$ cat src/rtl/csr_timer.sv
// csr_timer: prescaled compare timer exposed as four custom machine CSRs.
//
// It answers the core's external CSR port with no internal memory, and it drives
// the core's level-sensitive irq_timer input.
//
// Register window (offset from BASE_ADDR):
//   +0 CTRL     bit0 EN, bit1 IE, bit2 AUTO_RELOAD, bit3 PEND (write 1 to clear)
//   +1 COUNT    32-bit counter, read/write
//   +2 CMP      32-bit compare value, read/write
//   +3 PRESCALE PRESCALE_WIDTH-bit tick divider, read/write
//
// Ports:
//   clock      system clock; all state changes on the rising edge
//   reset      synchronous, active-high reset
//   csr_read   read request, one-cycle pulse
//   csr_write  write request, one-cycle pulse
//   csr_addr   CSR number
//   csr_wdata  final write value
//   csr_rdata  pre-write value of the addressed register, one cycle after a hit
//   csr_valid  address hit, one cycle after the request
//   irq_timer  PEND & IE, driven from a register
module csr_timer #(
  parameter logic [11:0] BASE_ADDR      = 12'hBC0,
  parameter int unsigned PRESCALE_WIDTH = 16,
  parameter logic [31:0] RESET_CMP      = 32'hFFFF_FFFF
) (
  input  logic        clock,
  input  logic        reset,
  input  logic        csr_read,
  input  logic        csr_write,
  input  logic [11:0] csr_addr,
  input  logic [31:0] csr_wdata,
  output logic [31:0] csr_rdata,
  output logic        csr_valid,
  output logic        irq_timer
);

  localparam logic [1:0] OFF_CTRL  = 2'd0;
  localparam logic [1:0] OFF_COUNT = 2'd1;
  localparam logic [1:0] OFF_CMP   = 2'd2;
  localparam logic [1:0] OFF_PSC   = 2'd3;

  logic                      en_q, en_d;
  logic                      ie_q, ie_d;
  logic                      auto_q, auto_d;
  logic                      pend_q, pend_d;
  logic [31:0]               count_q, count_d;
  logic [31:0]               cmp_q, cmp_d;
  logic [PRESCALE_WIDTH-1:0] prescale_q, prescale_d;
  logic [PRESCALE_WIDTH-1:0] psc_q, psc_d;
  logic [31:0]               rdata_q, rdata_d;
  logic                      valid_q, valid_d;
  logic                      irq_q, irq_d;

  logic        win_s, hit_s, wr_s;
  logic        wr_ctrl_s, wr_count_s, wr_cmp_s, wr_psc_s;
  logic        tick_s, match_s;
  logic [31:0] rd_mux_s, psc_rd_s;

  // Address decode, prescaler tick and compare detection.
  always_comb begin
    // Every decode term is gated by the request strobes, so an X address on an
    // idle cycle cannot leak into any state.
    win_s      = (csr_addr[11:2] == BASE_ADDR[11:2]);
    hit_s      = (csr_read | csr_write) & win_s;
    wr_s       = csr_write & win_s;
    wr_ctrl_s  = wr_s & (csr_addr[1:0] == OFF_CTRL);
    wr_count_s = wr_s & (csr_addr[1:0] == OFF_COUNT);
    wr_cmp_s   = wr_s & (csr_addr[1:0] == OFF_CMP);
    wr_psc_s   = wr_s & (csr_addr[1:0] == OFF_PSC);
    tick_s     = en_q & (psc_q == prescale_q);
    match_s    = tick_s & (count_q == cmp_q);
  end

  // Read mux: returns register values as they are before this cycle's write.
  always_comb begin
    psc_rd_s                      = 32'd0;
    psc_rd_s[PRESCALE_WIDTH-1:0]  = prescale_q;
    rd_mux_s                      = 32'd0;
    case (csr_addr[1:0])
      OFF_CTRL:  rd_mux_s = {28'd0, pend_q, auto_q, ie_q, en_q};
      OFF_COUNT: rd_mux_s = count_q;
      OFF_CMP:   rd_mux_s = cmp_q;
      OFF_PSC:   rd_mux_s = psc_rd_s;
      default:   rd_mux_s = 32'd0;
    endcase
  end

  // Next-state logic for the timer registers and the response stage.
  always_comb begin
    // Prescaler: it runs only while EN is set and wraps at PRESCALE. Any write
    // that changes the timebase (CTRL, COUNT, PRESCALE) restarts it from zero.
    if (wr_ctrl_s | wr_count_s | wr_psc_s) begin
      psc_d = '0;
    end else if (!en_q || tick_s) begin
      psc_d = '0;
    end else begin
      psc_d = psc_q + PRESCALE_WIDTH'(1);
    end

    // COUNT: a CSR write beats the tick increment.
    if (wr_count_s) begin
      count_d = csr_wdata;
    end else if (match_s && auto_q) begin
      count_d = 32'd0;
    end else if (tick_s) begin
      count_d = count_q + 32'd1;
    end else begin
      count_d = count_q;
    end

    // PEND: a compare match in the same cycle beats the write-1-to-clear.
    if (match_s) begin
      pend_d = 1'b1;
    end else if (wr_ctrl_s && csr_wdata[3]) begin
      pend_d = 1'b0;
    end else begin
      pend_d = pend_q;
    end

    if (wr_ctrl_s) begin
      en_d   = csr_wdata[0];
      ie_d   = csr_wdata[1];
      auto_d = csr_wdata[2];
    end else begin
      en_d   = en_q;
      ie_d   = ie_q;
      auto_d = auto_q;
    end

    if (wr_cmp_s) begin
      cmp_d = csr_wdata;
    end else begin
      cmp_d = cmp_q;
    end

    if (wr_psc_s) begin
      prescale_d = csr_wdata[PRESCALE_WIDTH-1:0];
    end else begin
      prescale_d = prescale_q;
    end

    if (hit_s) begin
      rdata_d = rd_mux_s;
    end else begin
      rdata_d = 32'd0;
    end
    valid_d = hit_s;

    // Registering PEND & IE next-state keeps irq_timer aligned with PEND.
    irq_d = pend_d & ie_d;
  end

  // State registers with synchronous reset.
  always_ff @(posedge clock) begin
    if (reset) begin
      en_q       <= 1'b0;
      ie_q       <= 1'b0;
      auto_q     <= 1'b0;
      pend_q     <= 1'b0;
      count_q    <= 32'd0;
      cmp_q      <= RESET_CMP;
      prescale_q <= '0;
      psc_q      <= '0;
      rdata_q    <= 32'd0;
      valid_q    <= 1'b0;
      irq_q      <= 1'b0;
    end else begin
      en_q       <= en_d;
      ie_q       <= ie_d;
      auto_q     <= auto_d;
      pend_q     <= pend_d;
      count_q    <= count_d;
      cmp_q      <= cmp_d;
      prescale_q <= prescale_d;
      psc_q      <= psc_d;
      rdata_q    <= rdata_d;
      valid_q    <= valid_d;
      irq_q      <= irq_d;
    end
  end

  assign csr_rdata = rdata_q;
  assign csr_valid = valid_q;
  assign irq_timer = irq_q;

endmodule
$ cat config.mk
export PLATFORM = sky130hd
export DESIGN_NAME = csr_timer
export DESIGN_NICKNAME = d
export VERILOG_FILES = /design/src/rtl/csr_timer.sv
export SDC_FILE = /design/constraint.sdc
export NUM_CORES = 1
export LEC_CHECK = 0
export CAP_MARGIN = 20
export CORE_MARGIN = 3
export CORE_UTILIZATION = 45
export CTS_BUF_LIST = sky130_fd_sc_hd__clkbuf_2
export DETAILED_ROUTE_END_ITERATION = 6
export GPL_TIMING_DRIVEN = 1
export HOLD_SLACK_MARGIN = 0.1
export PLACE_DENSITY = 0.76
export SYNTH_ARGS = -nofsm -noshare
export SYNTH_HDL_FRONTEND = slang
export SYNTH_SLANG_ARGS = --single-unit
$ cat constraint.sdc
create_clock -name clock -period 2.4 [get_ports clock]
set_input_delay 0.6 -clock clock [delete_from_list [all_inputs] [get_ports clock]]
set_output_delay 0.6 -clock clock [all_outputs]
set_load 0.005 [all_outputs]
* Yosys cells after proc, flatten, opt, wreduce, memory -nomap -nowiden *
Cells that the tools add are included.

word-level totals
  register bits = 134
  input bits = 48
  output and inout bits = 34
  word-level logic and storage cells = 47

cells by class
  add/subtract/negate cells = 2
  equality and inequality tests = 6
  muxes and demuxes = 7
  bitwise operators = 13
  reduce and logical (&&, ||, !) cells = 8

operator list
  kind                                                 count
  case mux 32 bit (4 select lines)                     1
  2-to-1 mux 32 bit                                    3
  adder 32 x 1 -> 32 bit, second input constant        1
  equality test 32 bit                                 1
  adder 16 x 1 -> 16 bit, second input constant        1
  equality test 16 bit                                 1
  equality test 10 bit, second input constant          1
  bitwise AND 1 bit                                    9
  equality test 2 bit, second input constant           2
  2-to-1 mux 1 bit                                     3
  OR 1 bit                                             3
  nonzero test 3 bit                                   1
  OR reduction 3 bit                                   1
  equality test 2 x 1 -> 1 bit, second input constant  1
  logical AND 1 bit                                    2
  logical NOT 2 bit                                    1
  OR reduction 2 bit                                   1
  logical NOT 1 bit                                    1
  logical OR 1 bit                                     1
  inverter 1 bit                                       1

* Depth between registers and ports, before layout *
Gate-level depths: netlist of run 1.

  depth after elaboration = 7
  mapped depth = 9
  depth with buffers taken out = 7

* Worst setup path before layout of run 1 *
No wires, ideal clock.

  kind = input-to-reg
  from = input csr_addr[3]
  to = register irq_q (netlist: irq_timer)
  setup time = 136 ps
  arrival = 2,014 ps
  slack = 251 ps
  stages = 7
  path buffers = 1
  path through = nor4_2 -> nand4_1 -> or3_1 -> clkbuf_1 -> o21a_1 -> a31oi_1 -> nor3_1

between the ends
  word-level cells in the longest chain between the ends = 7
  elaborated cells between the ends (all ways) = 8

RTL lines
  what                    line  source
  start: declaration      31    input logic [11:0] csr_addr,
  equality test 10 bit *  64    win_s = (csr_addr[11:2] == BASE_ADDR[11:2]);
  bitwise AND 1 bit *     66    wr_s = csr_write & win_s;
  bitwise AND 1 bit *     67    wr_ctrl_s = wr_s & (csr_addr[1:0] == OFF_CTRL);
  logical AND 1 bit       115   end else if (wr_ctrl_s && csr_wdata[3]) begin
  2-to-1 mux 1 bit        115
  2-to-1 mux 1 bit        113   if (match_s) begin
  bitwise AND 1 bit *     151   irq_d = pend_d & ie_d;
  end signal: assignment  179   irq_q <= irq_d;
  end: declaration        53    logic irq_q, irq_d;

Every way passes the cells marked *; elsewhere a longest branch is shown, timed or not.
A chain may end at the register's enable or synchronous reset.

* Worst setup path in the final report of run 1 *
  from = register prescale_q[6]
  to = register count_q[27]

between the ends
  word-level cells in the longest chain between the ends = 6
  elaborated cells between the ends (all ways) = 7

RTL lines
  what                      line  source
  start: declaration        49    logic [PRESCALE_WIDTH-1:0] prescale_q, prescale_d;
  start signal: assignment  175   prescale_q <= prescale_d;
  equality test 16 bit *    71    tick_s = en_q & (psc_q == prescale_q);
  bitwise AND 1 bit *       71
  bitwise AND 1 bit         72    match_s = tick_s & (count_q == cmp_q);
  logical AND 1 bit         104   end else if (match_s && auto_q) begin
  2-to-1 mux 32 bit         104
  2-to-1 mux 32 bit         102   if (wr_count_s) begin
  end signal: assignment    173   count_q <= count_d;
  end: declaration          47    logic [31:0] count_q, count_d;

Marked as above.

==> results.py, run 1 <==
metrics = {
    "grt": {
        "overflow": 0,
        "grt_max_degree": 56,
        "grt_pass1_vias": 5795,
        "grt_usage_pct": 22.4,
        "grt_pass1_wl_mm": 29.9,
        "antenna_found_initial": 0,
    },
    "cells_and_area": {
        "drive_gt1_share_pct": 17.0,
        "utilization_pct": 57.6,
        "fin_nets": 908,
        "num-fill-cells": 1312,
        "synthToLayoutAreaGrowth_pct": 23.6,
    },
    "synthesis": {
        "synthTopCellsByArea": "dfxtp_1, nor2_1, xnor2_1",
        "yosysTopAreaCellShare_pct": 39.0,
        "yosys_most_used_dff": "dfxtp_1",
        "synth.cell_area_sq_um": 6880,
        "ys_warn_count": 0,
        "ys_seq_area_share_pct": 39.0,
        "syn_inst": 758,
        "ys_ff_latch": 134,
        "synthesis.nets": 808,
        "synth_edf_count": 0,
        "syn_avg_cell_area_sq_um": 9.08,
        "synth_top_area_cell": "dfxtp_1",
        "yosysUniqueCellTypes": 60,
        "synth_async_sr_flop_share_pct": 0,
        "synth_most_common_cell": "dfxtp_1",
        "synthTopCellsByCount": "dfxtp_1, nor2_1, nor2b_1, xnor2_1",
    },
    "clock_tree": {
        "clk_path_buf_depth": 2,
        "cts_made_buffers": 17,
        "root_buffer": "clkbuf_2",
        "path_clk_slew_ns": 0.19,
        "h-tree-depth": 4,
        "clock-sinks": 134,
        "clk_latency_ns": 0.71,
        "cts_tree": "yes",
    },
    "sta": {
        "fmax_mhz": 435,
        "tns_ns": 0,
        "period_minus_slack_ns": 2.30,
        "worst_slew_pin_slew_ns": 0.478,
        "finalSetupViolCount": 0,
        "slew_violations": 0,
        "final.period_utilization_pct": 95.7,
        "finalHoldViolations": 0,
        "relSlewSlack_pct": 68.1,
        "rsz0062_at_grt": "true",
        "skew_ns": 0.0203,
    },
    "floorplanning": {
        "fp.dieH_microns": 130,
        "coreArea_sq_um": 14800,
        "fp.dieW_microns": 130,
        "ios": 82,
        "fp.dieArea_sq_um": 16800,
        "start_util_pct": 46.6,
        "rows": 44,
    },
    "placed_design": {
        "routabilityCongestion": 0.899,
        "io_buffers": 81,
        "hpwl_mm": 13.3,
    },
    "pwr": {
        "pwr-share-seq_pct": 55.5,
        "power_switching_share_pct": 24.5,
        "power_frac_clock_pct": 37.3,
        "pwr-share-comb_pct": 7.1,
        "p_int_uw": 3060,
        "power.switching_uw": 995,
        "vdd_drop_max_mv": 0.202,
        "p_per_area_nw_per_um2": 477,
        "p_leak_uw": 0.00295,
    },
    "routing": {
        "drtPass1Iterations": 6,
        "drt_iter0_drc": 643,
        "num_vias": 6135,
        "post_drt_wl_per_cell_microns": 17.6,
        "viasPerCell": 5.81,
        "antenna_left": 0,
        "wl_mm": 18.6,
        "drc": 0,
    },
    "setup_path": {
        "worstPathArrival_ns": 2.93,
        "crit_fanout": 4,
        "crit_required_ns": 3.03,
        "crit_path_end_kind": "flip-flop",
        "critical_path_class": "reg2reg",
        "startpoint_type": "flip-flop",
    },
    "min_path": {
        "hold_path_class": "in2reg",
    },
    "outcome": {
        "status": "finished, final reports clean",
    },
    "job": {
        "drv_cap": 0,
    },
}
## registers in the layout (all words and copies together), names as in the netlist
name	count
csr_rdata	32
pend_q	1
cmp_q	32
irq_timer	1
psc_q	16
prescale_q	16
csr_valid	1
en_q	1
ie_q	1
count_q	32
auto_q	1
## critical path: stages (launching register included)
cell      delay [ns]
dfxtp_1         0.39
xor2_2          0.20
nor4_4          0.40
nand4_4         0.21
a311oi_4        0.40
or3b_1          0.39
a311oi_1        0.25
## power groups by stage
| stage | combinational, uW | clock, uW | sequential (uW) |
|---|---|---|---|
| after floorplan | 131 | 0 | 2300 |
| after global placement | 282 | 0 | 2300 |
| after detailed placement | 284 | 0 | 2300 |
| after CTS | 286 | 1550 | 2250 |
| after global routing | 310 | 1640 | 2250 |
| final | 290 | 1510 | 2250 |
## cell type report
type / instances / area, sq um / share of cell area (%)
Clock buffer: 17 / 85.1 / 1.00
Multi-Input combinational cell: 554 / 3930 / 46.2
Sequential cell: 134 / 2690 / 31.7
Tap cell: 184 / 230 / 2.71
Antenna cell: 1 / 2.50 / 0.0294
Clock inverter: 15 / 186 / 2.19
Timing Repair Buffer: 141 / 1340 / 15.8
Inverter: 10 / 37.5 / 0.442
## stage by stage
step	total power (uW)	cells	setup slack (ns)	hold WS, ns	cell area [sq um]
floorplan	2430	758	0.251	0.461	6880
global placement	2580	1021	-0.263	0.494	8150
detailed placement	2580	1021	-0.338	0.511	8150
CTS	4090	1054	0.0550	0.313	8430
global route	4200	1055	0.00467	0.298	8500
finish	4050	1056	0.102	0.381	8500
## final timing paths
| kind | startpoint | end | slack, ns | cells past startpoint |
|---|---|---|---|---|
| hold / removal | reset | auto_q$_SDFFE_PP0N_ | 0.38 | 3 |
| hold reg to reg | count_q[31]$_SDFFE_PP0P_ | count_q[31]$_SDFFE_PP0P_ | 0.53 | 2 |
| setup reg to reg | prescale_q[6]$_SDFFE_PP0P_ | count_q[27]$_SDFFE_PP0P_ | 0.10 | 6 |
| setup / recovery | prescale_q[6]$_SDFFE_PP0P_ | count_q[27]$_SDFFE_PP0P_ | 0.10 | 6 |
## cells by family (layout without fill, tap and decap cells)
family | Yosys count | count (layout) | share of synthesized area (%)
simple gates | 282 | 282 | 23.2
compound gates | 172 | 172 | 18.5
flops | 134 | 134 | 39.0
buf+inv | 70 | 183 | 4.77
xor+xnor | 62 | 62 | 8.00
mux | 36 | 36 | 6.18
fa+ha+maj | 2 | 2 | 0.364
other cells | 0 | 1 | 0
## timing repair
item / CTS / global route
resized for setup: 0 / 14
buffers inserted: 1 / 1
pin swaps: 1 / 5
endpoints found under the setup margin: 1 / 13
hold buffers: 0 / 0
## layout by cell type, fill, tap and decap left out, types with 8 or more instances in the layout
cell type,instances
nand2_1,25
clkdlybuf4s50_1,80
nand3_1,16
a211oi_1,13
o21ai_0,15
a21oi_1,25
buf_4,52
xnor2_1,38
nor2_1,97
a31oi_1,20
nor2_4,8
a22oi_1,32
dfxtp_1,130
nor2b_1,38
mux2_2,12
and3_1,9
mux2i_1,20
nand4_1,20
inv_1,10
nor3_1,13
clkbuf_2,17
a211o_1,32
xor2_1,22
## per-layer routing
| metal | GRT usage (%) | part of all wire [%] | up-vias |
|---|---|---|---|
| li1 | - | - | 2954 |
| met1 | 31.2 | 46 | 2905 |
| met2 | 35.0 | 45 | 257 |
| met3 | 5.52 | 7.7 | 19 |
| met4 | 5.56 | 1.2 | 0 |
| met5 | 0 | 0 | - |
Note: power is estimated with default switching activity, not from simulation.
==> inputs of run 2 (changes only) <==
MAX_ROUTING_LAYER = met4   (was default)
==> run 2 against run 1 <==
Compared with the run above: fmax shrank 0.60%; critical path depth grew 2; flip-flop and latch count is the same; largest cell class unchanged.
==> results.py, run 2 (synthesized netlist as in run 1, its figures left out) <==
metrics = {
    "cells_and_area": {
        "synthToLayoutAreaGrowth_pct": 23.2,
        "final_common_cell": "dfxtp_1",
        "seqCellArea_sq_um": 2690,
        "stdcell_count": 1053,
        "fin_nets": 905,
        "utilization_pct": 57.4,
        "num-fill-cells": 1312,
        "layout_common_cells": "dfxtp_1, nor2_1, clkdlybuf4s50_1",
        "finalInstanceArea_sq_um": 8470,
        "drive_gt1_share_pct": 16.5,
        "multi_input_area_sq_um": 3910,
    },
    "pwr": {
        "vdd_drop_max_mv": 0.337,
        "p_leak_uw": 0.00293,
        "p_per_area_nw_per_um2": 479,
    },
    "grt": {
        "use_met1_pct": 31.1,
        "antenna_found_initial": 0,
        "use_met2_pct": 34.2,
        "grt_max_degree": 50,
        "grt_usage_pct": 23.2,
        "grt_pass1_vias": 5787,
        "met3_usage_pct": 6.06,
        "overflow": 0,
        "top_usage_layer": "met2",
        "grt_pass1_wl_mm": 30.0,
    },
    "setup_path": {
        "critical_path_class": "reg2reg",
        "crit_path_end_kind": "flip-flop",
        "cp_cell_sequence": "xor2_1 > nor4_2 > nand4_2 > buf_4 > a311oi_4 > buf_4 > a21oi_1 > a2111oi_2",
        "rrSetupSlack_ns": 0.09,
        "crit_fanout": 6,
        "crit_buf_inv": 2,
        "worstPathArrival_ns": 2.95,
        "r2r_cells": 8,
        "cpPeakStageDelay_ns": 0.39,
        "crit_slowest_cell": "nor4_2",
        "crit_required_ns": 3.03,
        "startpoint_type": "flip-flop",
        "worst_path_dominant_cell_family": "compound AO/OA/AOI/OAI gates",
        "cp.depth": 8,
        "path_common_cell": "buf_4",
    },
    "sta": {
        "slew_violations": 0,
        "skew_ns": 0.0359,
        "worst_slew_pin_slew_ns": 0.485,
        "fmax_mhz": 433,
        "period_minus_slack_ns": 2.31,
        "finalHoldViolations": 0,
        "relSlewSlack_pct": 67.6,
        "final.period_utilization_pct": 96.3,
        "setup_slack_ns": 0.0886,
        "finalSetupViolCount": 0,
    },
    "routing": {
        "drt_iter0_drc": 543,
        "viasPerCell": 5.81,
        "post_drt_wl_per_cell_microns": 17.6,
        "antenna_left": 0,
        "drtPass1Iterations": 5,
        "drc": 0,
        "num_vias": 6118,
        "wl_mm": 18.5,
    },
    "clock_tree": {
        "path_clk_slew_ns": 0.21,
        "cts_tree": "yes",
        "cts_made_buffers": 17,
        "h-tree-depth": 4,
        "clk_latency_ns": 0.72,
        "clk_path_buf_depth": 2,
        "clock-sinks": 134,
        "root_buffer": "clkbuf_2",
    },
    "min_path": {
        "hold_path_class": "in2reg",
        "min_path_cells": 3,
    },
    "floorplanning": {
        "fp.dieH_microns": 130,
        "fp.dieW_microns": 130,
        "ios": 82,
        "rows": 44,
        "fp.dieArea_sq_um": 16800,
        "coreArea_sq_um": 14800,
        "start_util_pct": 46.6,
    },
    "placed_design": {
        "dp.cells": 1019,
        "io_buffers": 81,
        "place_area_sq_um": 8160,
        "pre_cts_slack_ns": -0.288,
        "routabilityCongestion": 0.902,
        "hpwl_mm": 13.2,
    },
    "outcome": {
        "status": "finished, final reports clean",
    },
    "job": {
        "drv_cap": 0,
    },
}
run 2: per-layer routing:
| metal | wire (microns) | vias to the layer above |
|---|---|---|
| li1 | - | 2941 |
| met1 | 8490 | 2878 |
| met2 | 8030 | 261 |
| met3 | 1540 | 38 |
| met4 | 437 | 0 |
| met5 | 0 | - |
run 2: area by class of cell:
| class | count | area share, % |
|---|---|---|
| Multi-Input combinational cell | 554 | 46.1 |
| Sequential cell | 134 | 31.7 |
| Timing Repair Buffer | 138 | 15.7 |
| Tap cell | 184 | 2.72 |
| Clock inverter | 14 | 2.16 |
| Clock buffer | 18 | 1.06 |
| Inverter | 10 | 0.443 |
| Antenna cell | 1 | 0.0295 |
run 2: path summary, 6_finish.rpt:
check | from | end
worst max register to register | prescale_q[0]$_SDFFE_PP0P_ | count_q[30]$_SDFFE_PP0P_
worst max-delay path | prescale_q[0]$_SDFFE_PP0P_ | count_q[30]$_SDFFE_PP0P_
worst min-delay path | reset | ie_q$_SDFF_PP0_
worst min register to register | psc_q[10]$_SDFF_PP0_ | psc_q[10]$_SDFF_PP0_
run 2: power by group:
group	leakage (uW)	internal, uW	switching, uW
sequential	0.00108	2240	16.6
clock	0.000147	678	841
combinational	0.00170	149	136
run 2: worst min-delay path: stages:
cell	delay (ns)
buf_2	0.13
buf_12	0.18
nor2_1	0.11
run 2: through the flow:
step,hold WS (ns),setup TNS (ns),power (uW)
6_report,0.338,0,4060
5_1_grt,0.265,-0.0564,4210
4_1_cts,0.242,0,4100
3_5_place_dp,0.505,-17.64,2580
3_3_place_gp,0.494,-13.61,2580
2_1_floorplan,0.461,0,2430
run 2: repair_timing:
action	4_1_cts	5_1_grt
setup buffers	0	1
hold buffers	0	0
endpoints found under the setup margin	0	18
gates resized for setup	0	7
